<file path="src/rtl/ysyx_22040750_pcgen_ctrl.sv">
// Fetch PC owner: arbitrates trap/branch/sequential next PC, IF valid/ready handshake, redirect buffer, halt.
// Optional feature macro YSYX_22040750_PCGEN_ALIGN_CHK_EN: clear target bit0 and flag targets with bit1 set.
module ysyx_22040750_pcgen_ctrl #(
  parameter int              PC_W     = 32,
  parameter logic [PC_W-1:0] RESET_PC = 32'h8000_0000,
  parameter int              INST_B   = 4
) (
  input  logic            I_clk,
  input  logic            I_rst,
  output logic            O_fetch_valid,
  output logic [PC_W-1:0] O_fetch_pc,
  input  logic            I_fetch_ready,
  input  logic            I_br_valid,
  input  logic [PC_W-1:0] I_br_target,
  input  logic            I_trap_valid,
  input  logic [PC_W-1:0] I_trap_target,
  input  logic            I_halt,
  output logic            O_flush,
  output logic            O_halted,
  output logic            O_misalign,
  output logic [31:0]     O_redir_cnt
);

  typedef enum logic [1:0] {
    ST_BOOT = 2'd0,
    ST_RUN  = 2'd1,
    ST_HALT = 2'd2
  } state_e;

  state_e          state_r;
  logic [PC_W-1:0] pc_r;
  logic [PC_W-1:0] pend_pc_r;
  logic            pend_v_r;
  logic            pend_trap_r;
  logic            halt_req_r;
  logic            valid_r;
  logic            halted_r;
  logic [31:0]     cnt_r;

  logic            fire_s;
  logic            br_take_s;
  logic            accept_s;
  logic            flush_s;
  logic            halt_go_s;
  logic            misalign_s;
  logic [PC_W-1:0] next_pc_s;

  function automatic logic [PC_W-1:0] align_tgt(input logic [PC_W-1:0] tgt);
`ifdef YSYX_22040750_PCGEN_ALIGN_CHK_EN
    align_tgt = tgt & {{(PC_W-1){1'b1}}, 1'b0};
`else
    align_tgt = tgt;
`endif
  endfunction

  // Per-state redirect acceptance, flush and halt decisions
  always_comb begin
    fire_s    = 1'b0;
    br_take_s = 1'b0;
    accept_s  = 1'b0;
    flush_s   = 1'b0;
    halt_go_s = 1'b0;
    case (state_r)
      ST_RUN: begin
        fire_s    = valid_r & I_fetch_ready;
        // a branch loses to a same-cycle trap and never displaces a buffered trap
        br_take_s = I_br_valid & ~I_trap_valid & ~(pend_v_r & pend_trap_r);
        accept_s  = I_trap_valid | br_take_s;
        flush_s   = I_br_valid | I_trap_valid;
        halt_go_s = (halt_req_r | I_halt) & (fire_s | ~valid_r);
      end
      ST_HALT: begin
        accept_s = I_trap_valid;
        flush_s  = I_br_valid | I_trap_valid;
      end
      default: begin
        fire_s = 1'b0;
      end
    endcase
  end

  // Next PC on fire: live trap, buffered trap, live branch, buffered branch, sequential
  always_comb begin
    next_pc_s = pc_r + PC_W'(INST_B);
    if (I_trap_valid) begin
      next_pc_s = align_tgt(I_trap_target);
    end else if (pend_v_r && pend_trap_r) begin
      next_pc_s = pend_pc_r;
    end else if (I_br_valid) begin
      next_pc_s = align_tgt(I_br_target);
    end else if (pend_v_r) begin
      next_pc_s = pend_pc_r;
    end else begin
      next_pc_s = pc_r + PC_W'(INST_B);
    end
  end

`ifdef YSYX_22040750_PCGEN_ALIGN_CHK_EN
  logic [PC_W-1:0] sel_tgt_s;

  // Flag the accepted target (trap wins over branch) when its bit1 is set
  always_comb begin
    sel_tgt_s  = I_trap_valid ? I_trap_target : I_br_target;
    misalign_s = accept_s & sel_tgt_s[1];
  end
`else
  assign misalign_s = 1'b0;
`endif

  assign O_flush       = flush_s & ~I_rst;
  assign O_misalign    = misalign_s & ~I_rst;
  assign O_fetch_valid = valid_r;
  assign O_fetch_pc    = pc_r;
  assign O_halted      = halted_r;
  assign O_redir_cnt   = cnt_r;

  // Control FSM with PC, redirect buffer, halt request and redirect counter
  always_ff @(posedge I_clk) begin
    if (I_rst) begin
      state_r     <= ST_BOOT;
      pc_r        <= RESET_PC;
      pend_pc_r   <= '0;
      pend_v_r    <= 1'b0;
      pend_trap_r <= 1'b0;
      halt_req_r  <= 1'b0;
      valid_r     <= 1'b0;
      halted_r    <= 1'b0;
      cnt_r       <= 32'd0;
    end else begin
      if (accept_s) begin
        cnt_r <= cnt_r + 32'd1;
      end
      case (state_r)
        ST_BOOT: begin
          state_r <= ST_RUN;
          valid_r <= 1'b1;
        end
        ST_RUN: begin
          if (fire_s) begin
            pc_r        <= next_pc_s;
            pend_v_r    <= 1'b0;
            pend_trap_r <= 1'b0;
          end else if (I_trap_valid) begin
            pend_pc_r   <= align_tgt(I_trap_target);
            pend_v_r    <= 1'b1;
            pend_trap_r <= 1'b1;
          end else if (br_take_s) begin
            pend_pc_r   <= align_tgt(I_br_target);
            pend_v_r    <= 1'b1;
            pend_trap_r <= 1'b0;
          end
          if (halt_go_s) begin
            state_r    <= ST_HALT;
            valid_r    <= 1'b0;
            halted_r   <= 1'b1;
            halt_req_r <= 1'b0;
          end else if (I_halt) begin
            halt_req_r <= 1'b1;
          end
        end
        ST_HALT: begin
          // only a trap/interrupt resumes fetch
          if (I_trap_valid) begin
            state_r  <= ST_RUN;
            pc_r     <= align_tgt(I_trap_target);
            valid_r  <= 1'b1;
            halted_r <= 1'b0;
          end
        end
        default: begin
          state_r  <= ST_BOOT;
          valid_r  <= 1'b0;
          halted_r <= 1'b0;
        end
      endcase
    end
  end

endmodule

</file>
<file path="config.mk">
export PLATFORM = sky130hd
export DESIGN_NAME = ysyx_22040750_pcgen_ctrl
export DESIGN_NICKNAME = d
export VERILOG_FILES = /design/src/rtl/ysyx_22040750_pcgen_ctrl.sv
export SDC_FILE = /design/constraint.sdc
export NUM_CORES = 1
export LEC_CHECK = 0
export CORE_MARGIN = 2
export CORE_UTILIZATION = 45
export DETAILED_ROUTE_END_ITERATION = 12
export PLACE_DENSITY_LB_ADDON = 0.12
export SETUP_SLACK_MARGIN = 0.02
export SYNTH_ARGS = -nofsm -noshare
export SYNTH_HDL_FRONTEND = slang
export SYNTH_SLANG_ARGS = --single-unit
</file>
<file path="constraint.sdc">
create_clock -name I_clk -period 2.9 [get_ports I_clk]
set_input_delay 0.58 -clock I_clk [delete_from_list [all_inputs] [get_ports I_clk]]
set_output_delay 0.58 -clock I_clk [all_outputs]
set_load 0.02 [all_outputs]
</file>
==> flow_summary.json <==
{
  "status": "finished clean",
  "hold_path.startpoint": "O_halted",
  "hold_viol": 0,
  "power_switching_share_pct": 37.93,
  "cts_buffers": 9,
  "port_buffers": 136,
  "ys_ff_latch": 102,
  "worstMarginPinSlew_ns": 0.6096,
  "drive_gt1_share_pct": 7.444,
  "rrSetupSlack_ns": 0.30,
  "grt_start_max_net_pins": 48,
  "core_um2": 13190,
  "cts_sinks": 102,
  "vdd_drop_max_v": 0.0004231,
  "ys_types": 73,
  "worstSkewPairLatency_ns": 0.36,
  "async_reset_ff_share_pct": 0,
  "power.leakage_nw": 2.756,
  "dr.pass1.iters": 7,
  "via_per_inst": 6.230,
  "whs_endpoint": "O_halted",
  "num_rows": 42,
  "dieWidth_um": 120.2,
  "timing.fmax_mhz": 377.6,
  "worstPathArrival_ns": 2.07,
  "r2r_end": "O_redir_cnt[25]",
  "yosysTopAreaCell": "dfxtp_1",
  "finalSetupTns_ns": 0,
  "nFillCells": 1208,
  "dp_hpwl_mm": 14.60,
  "finalSetupViolations": 0,
  "grt_setup_unrepaired": "false",
  "end_kind": "output port",
  "r2r_cells": 6,
  "cts_hold_buf": 0,
  "crit_start": "O_fetch_valid",
  "cp_slowest_stage_delay_ns": 0.50,
  "syn-cell-area_um2": 6073,
  "nets": 971,
  "cts_buffer_depth": 2,
  "floorplan.die_area_um2": 14440,
  "cp.required_ns": 2.32,
  "max_slew_margin_pct": 59.21,
  "ios": 138,
  "slew_viol_final": 0,
  "period_share_pct": 91.32,
  "grt_pass1_wl_mm": 33.45,
  "ys.flop_type": "dfxtp_1",
  "synth_area_leaders": "dfxtp_1, nor2_1, mux2i_1",
  "ys_seq_area_share_pct": 33.62,
  "worstReg2RegStart": "O_fetch_valid",
  "p_per_area_nw_per_um2": 611.0,
  "initial_core_util_pct": 46.04,
  "cp_top_family": "buffers and inverters",
  "netSwitchingPower_w": 0.001845,
  "fin_skew_ns": 0.008316,
  "hold_depth": 2,
  "layout_min_cycle_time_ns": 2.648,
  "p_int_w": 0.003020,
  "area_delta_synth_final_pct": 31.13,
  "clkPwrFrac_pct": 23.1,
  "die_height_um": 120.2,
  "grt_pass1_vias": 6555,
  "synth_edf_count": 0,
  "crit_fanout": 9,
  "critPathBufInv": 2,
  "drc": 0,
  "synth.most_common_cell": "dfxtp_1",
  "gp_congestion": 0.9570,
  "clk_pin_slew_ns": 0.07,
  "drtAntennaViolNets": 0,
  "avgSynthCellArea_um2": 7.877,
  "combPwrFrac_pct": 37.4,
  "cts_setup_buffers": 0,
  "wl_mm": 21.08,
  "synthesis.instances": 771,
  "wl_per_cell_um": 19.59,
  "synth_nets": 846,
  "ctsHtreeMaxLevel": 3,
  "grt_usage_pct": 29.09,
  "critical_path_class": "reg2out",
  "cpMaxStageDelayCell": "dfxtp_1",
  "insertedDiodeCount": 0,
  "tritoncts": "built",
  "path_cells": "inv_1 > ha_1 > nand2b_1 > a21oi_1 > dlygate4sd2_1",
  "placed_cell_area_um2": 7714,
  "num_vias": 6704,
  "drv_cap": 0,
  "yosys_warnings": 0,
  "root_buffer": "clkbuf_16",
  "synth_top_area_share_pct": 33.62,
  "drtIter0Drc": 633,
  "fin_area_um2": 7964,
  "seqPwrFrac_pct": 39.5,
  "start_kind": "flop",
  "antenna_found_initial": 0,
  "hold_class": "reg2reg",
  "grt.overflow.total": 0,
  "synthTopCellsByCount": "dfxtp_1, nor2_1, nand2_1"
}
power by group through the flow:
stage | Clock [W] | Sequential [W] | Combinational [W]
after floorplan | 0 | 0.00202 | 0.000925
after global placement | 0 | 0.00193 | 0.00175
after detailed placement | 0 | 0.00194 | 0.00179
after CTS | 0.00114 | 0.00191 | 0.00180
after global routing | 0.00120 | 0.00195 | 0.00196
final | 0.00112 | 0.00192 | 0.00182
worst reg2reg max path, stage by stage, from the launching register on:
cell and delay (ns):
dfxtp_1 0.50, inv_1 0.11, ha_1 0.47, o211ai_1 0.20, or4_4 0.55, or4_1 0.54
a21oi_1 0.16
cell usage in the layout, fill, tap and decap left out, types with 5 or more instances in the layout:
master | netlist | routed
nand3_1 | 27 | 27
nand4_1 | 16 | 16
a31o_2 | 5 | 5
nor3_1 | 25 | 25
a221oi_1 | 8 | 8
and3_1 | 9 | 9
o31ai_1 | 12 | 12
a21o_1 | 6 | 6
o211ai_1 | 7 | 7
inv_1 | 26 | 26
nor2b_1 | 6 | 6
nand2b_1 | 7 | 7
clkbuf_1 | 43 | 5
a31oi_1 | 8 | 8
ha_1 | 5 | 5
nand2_1 | 53 | 53
buf_4 | 1 | 32
or4_1 | 9 | 9
and2_1 | 6 | 6
a32oi_1 | 5 | 5
a211oi_1 | 34 | 34
clkdlybuf4s50_1 | 0 | 133
nor4_1 | 8 | 8
nor2_1 | 82 | 82
mux2i_1 | 27 | 27
xnor2_1 | 13 | 13
a311oi_1 | 11 | 11
or3_1 | 14 | 14
o2111ai_1 | 5 | 5
clkbuf_16 | 0 | 9
o32ai_1 | 8 | 8
dfxtp_1 | 102 | 102
o21ai_0 | 50 | 50
a21oi_1 | 44 | 43
o21a_1 | 5 | 5
stage by stage:
step           instances  total power, W  utilization [%]  hold slack (ns)  worst slack [ns]
6_report            1076        0.004866            60.38           0.4952            0.2517
5_1_grt             1076        0.005112            60.38           0.5152            0.1188
4_1_cts             1076        0.004853            60.38           0.4956            0.2395
3_5_place_dp        1061        0.003730            58.48           0.4814           0.08302
3_3_place_gp        1061        0.003683            58.48           0.4824            0.1465
2_1_floorplan        771        0.002944                -           0.4699            0.3769
layer usage:
layer  GRT usage (%)  routed length (um)  share of wire [%]
met1           35.91                8530                 40
met2           47.62                9881                 47
met3           8.585                2105                 10
met4           11.47                 563                2.7
met5               0                   0                  0
cell families (layout without fill, tap and decap cells):
group | Yosys count | count (layout) | share of synthesized area (%)
adders and majority gates | 5 | 5 | 1.030
xor gates and xnor gates | 16 | 16 | 2.307
muxes | 31 | 31 | 5.192
buffers and inverters | 84 | 213 | 5.398
other | 1 | 1 | 0.06175
DFF | 102 | 102 | 33.62
and+or+nand+nor | 279 | 279 | 23.16
AOI/OAI and AO/OA | 253 | 253 | 29.23
cell type report:
class | instances | area (um2) | area share, %
Tap cell | 176 | 220.2 | 2.765
Sequential cell | 102 | 2042 | 25.64
Timing Repair Buffer | 170 | 1630 | 20.47
Multi-Input combinational cell | 585 | 3715 | 46.65
Clock buffer | 14 | 244.0 | 3.064
Clock inverter | 1 | 7.507 | 0.09427
Inverter | 28 | 105.1 | 1.320
worst max-delay path by stage:
stage                                  to  slack (ns)  cells past startpoint
after floorplan           O_redir_cnt[27]        0.38                      8
after global placement    O_redir_cnt[25]        0.15                      6
after detailed placement  O_redir_cnt[25]        0.08                      6
after CTS                         O_flush        0.24                      5
after global routing              O_flush        0.12                      5
final                             O_flush        0.25                      5
registers in the layout (all words and copies together) (netlist names):
signal,cells
pend_trap_r,1
O_halted,1
state_r,1
halt_req_r,1
pend_v_r,1
O_redir_cnt,32
O_fetch_valid,1
O_fetch_pc,32
pend_pc_r,32
repair_timing:
action                     in CTS  in global routing
resized for setup               1                  0
hold endpoints to repair        0                  0
setup endpoints to repair       1                  0
No activity file was read; power rests on OpenSTA's default activity.
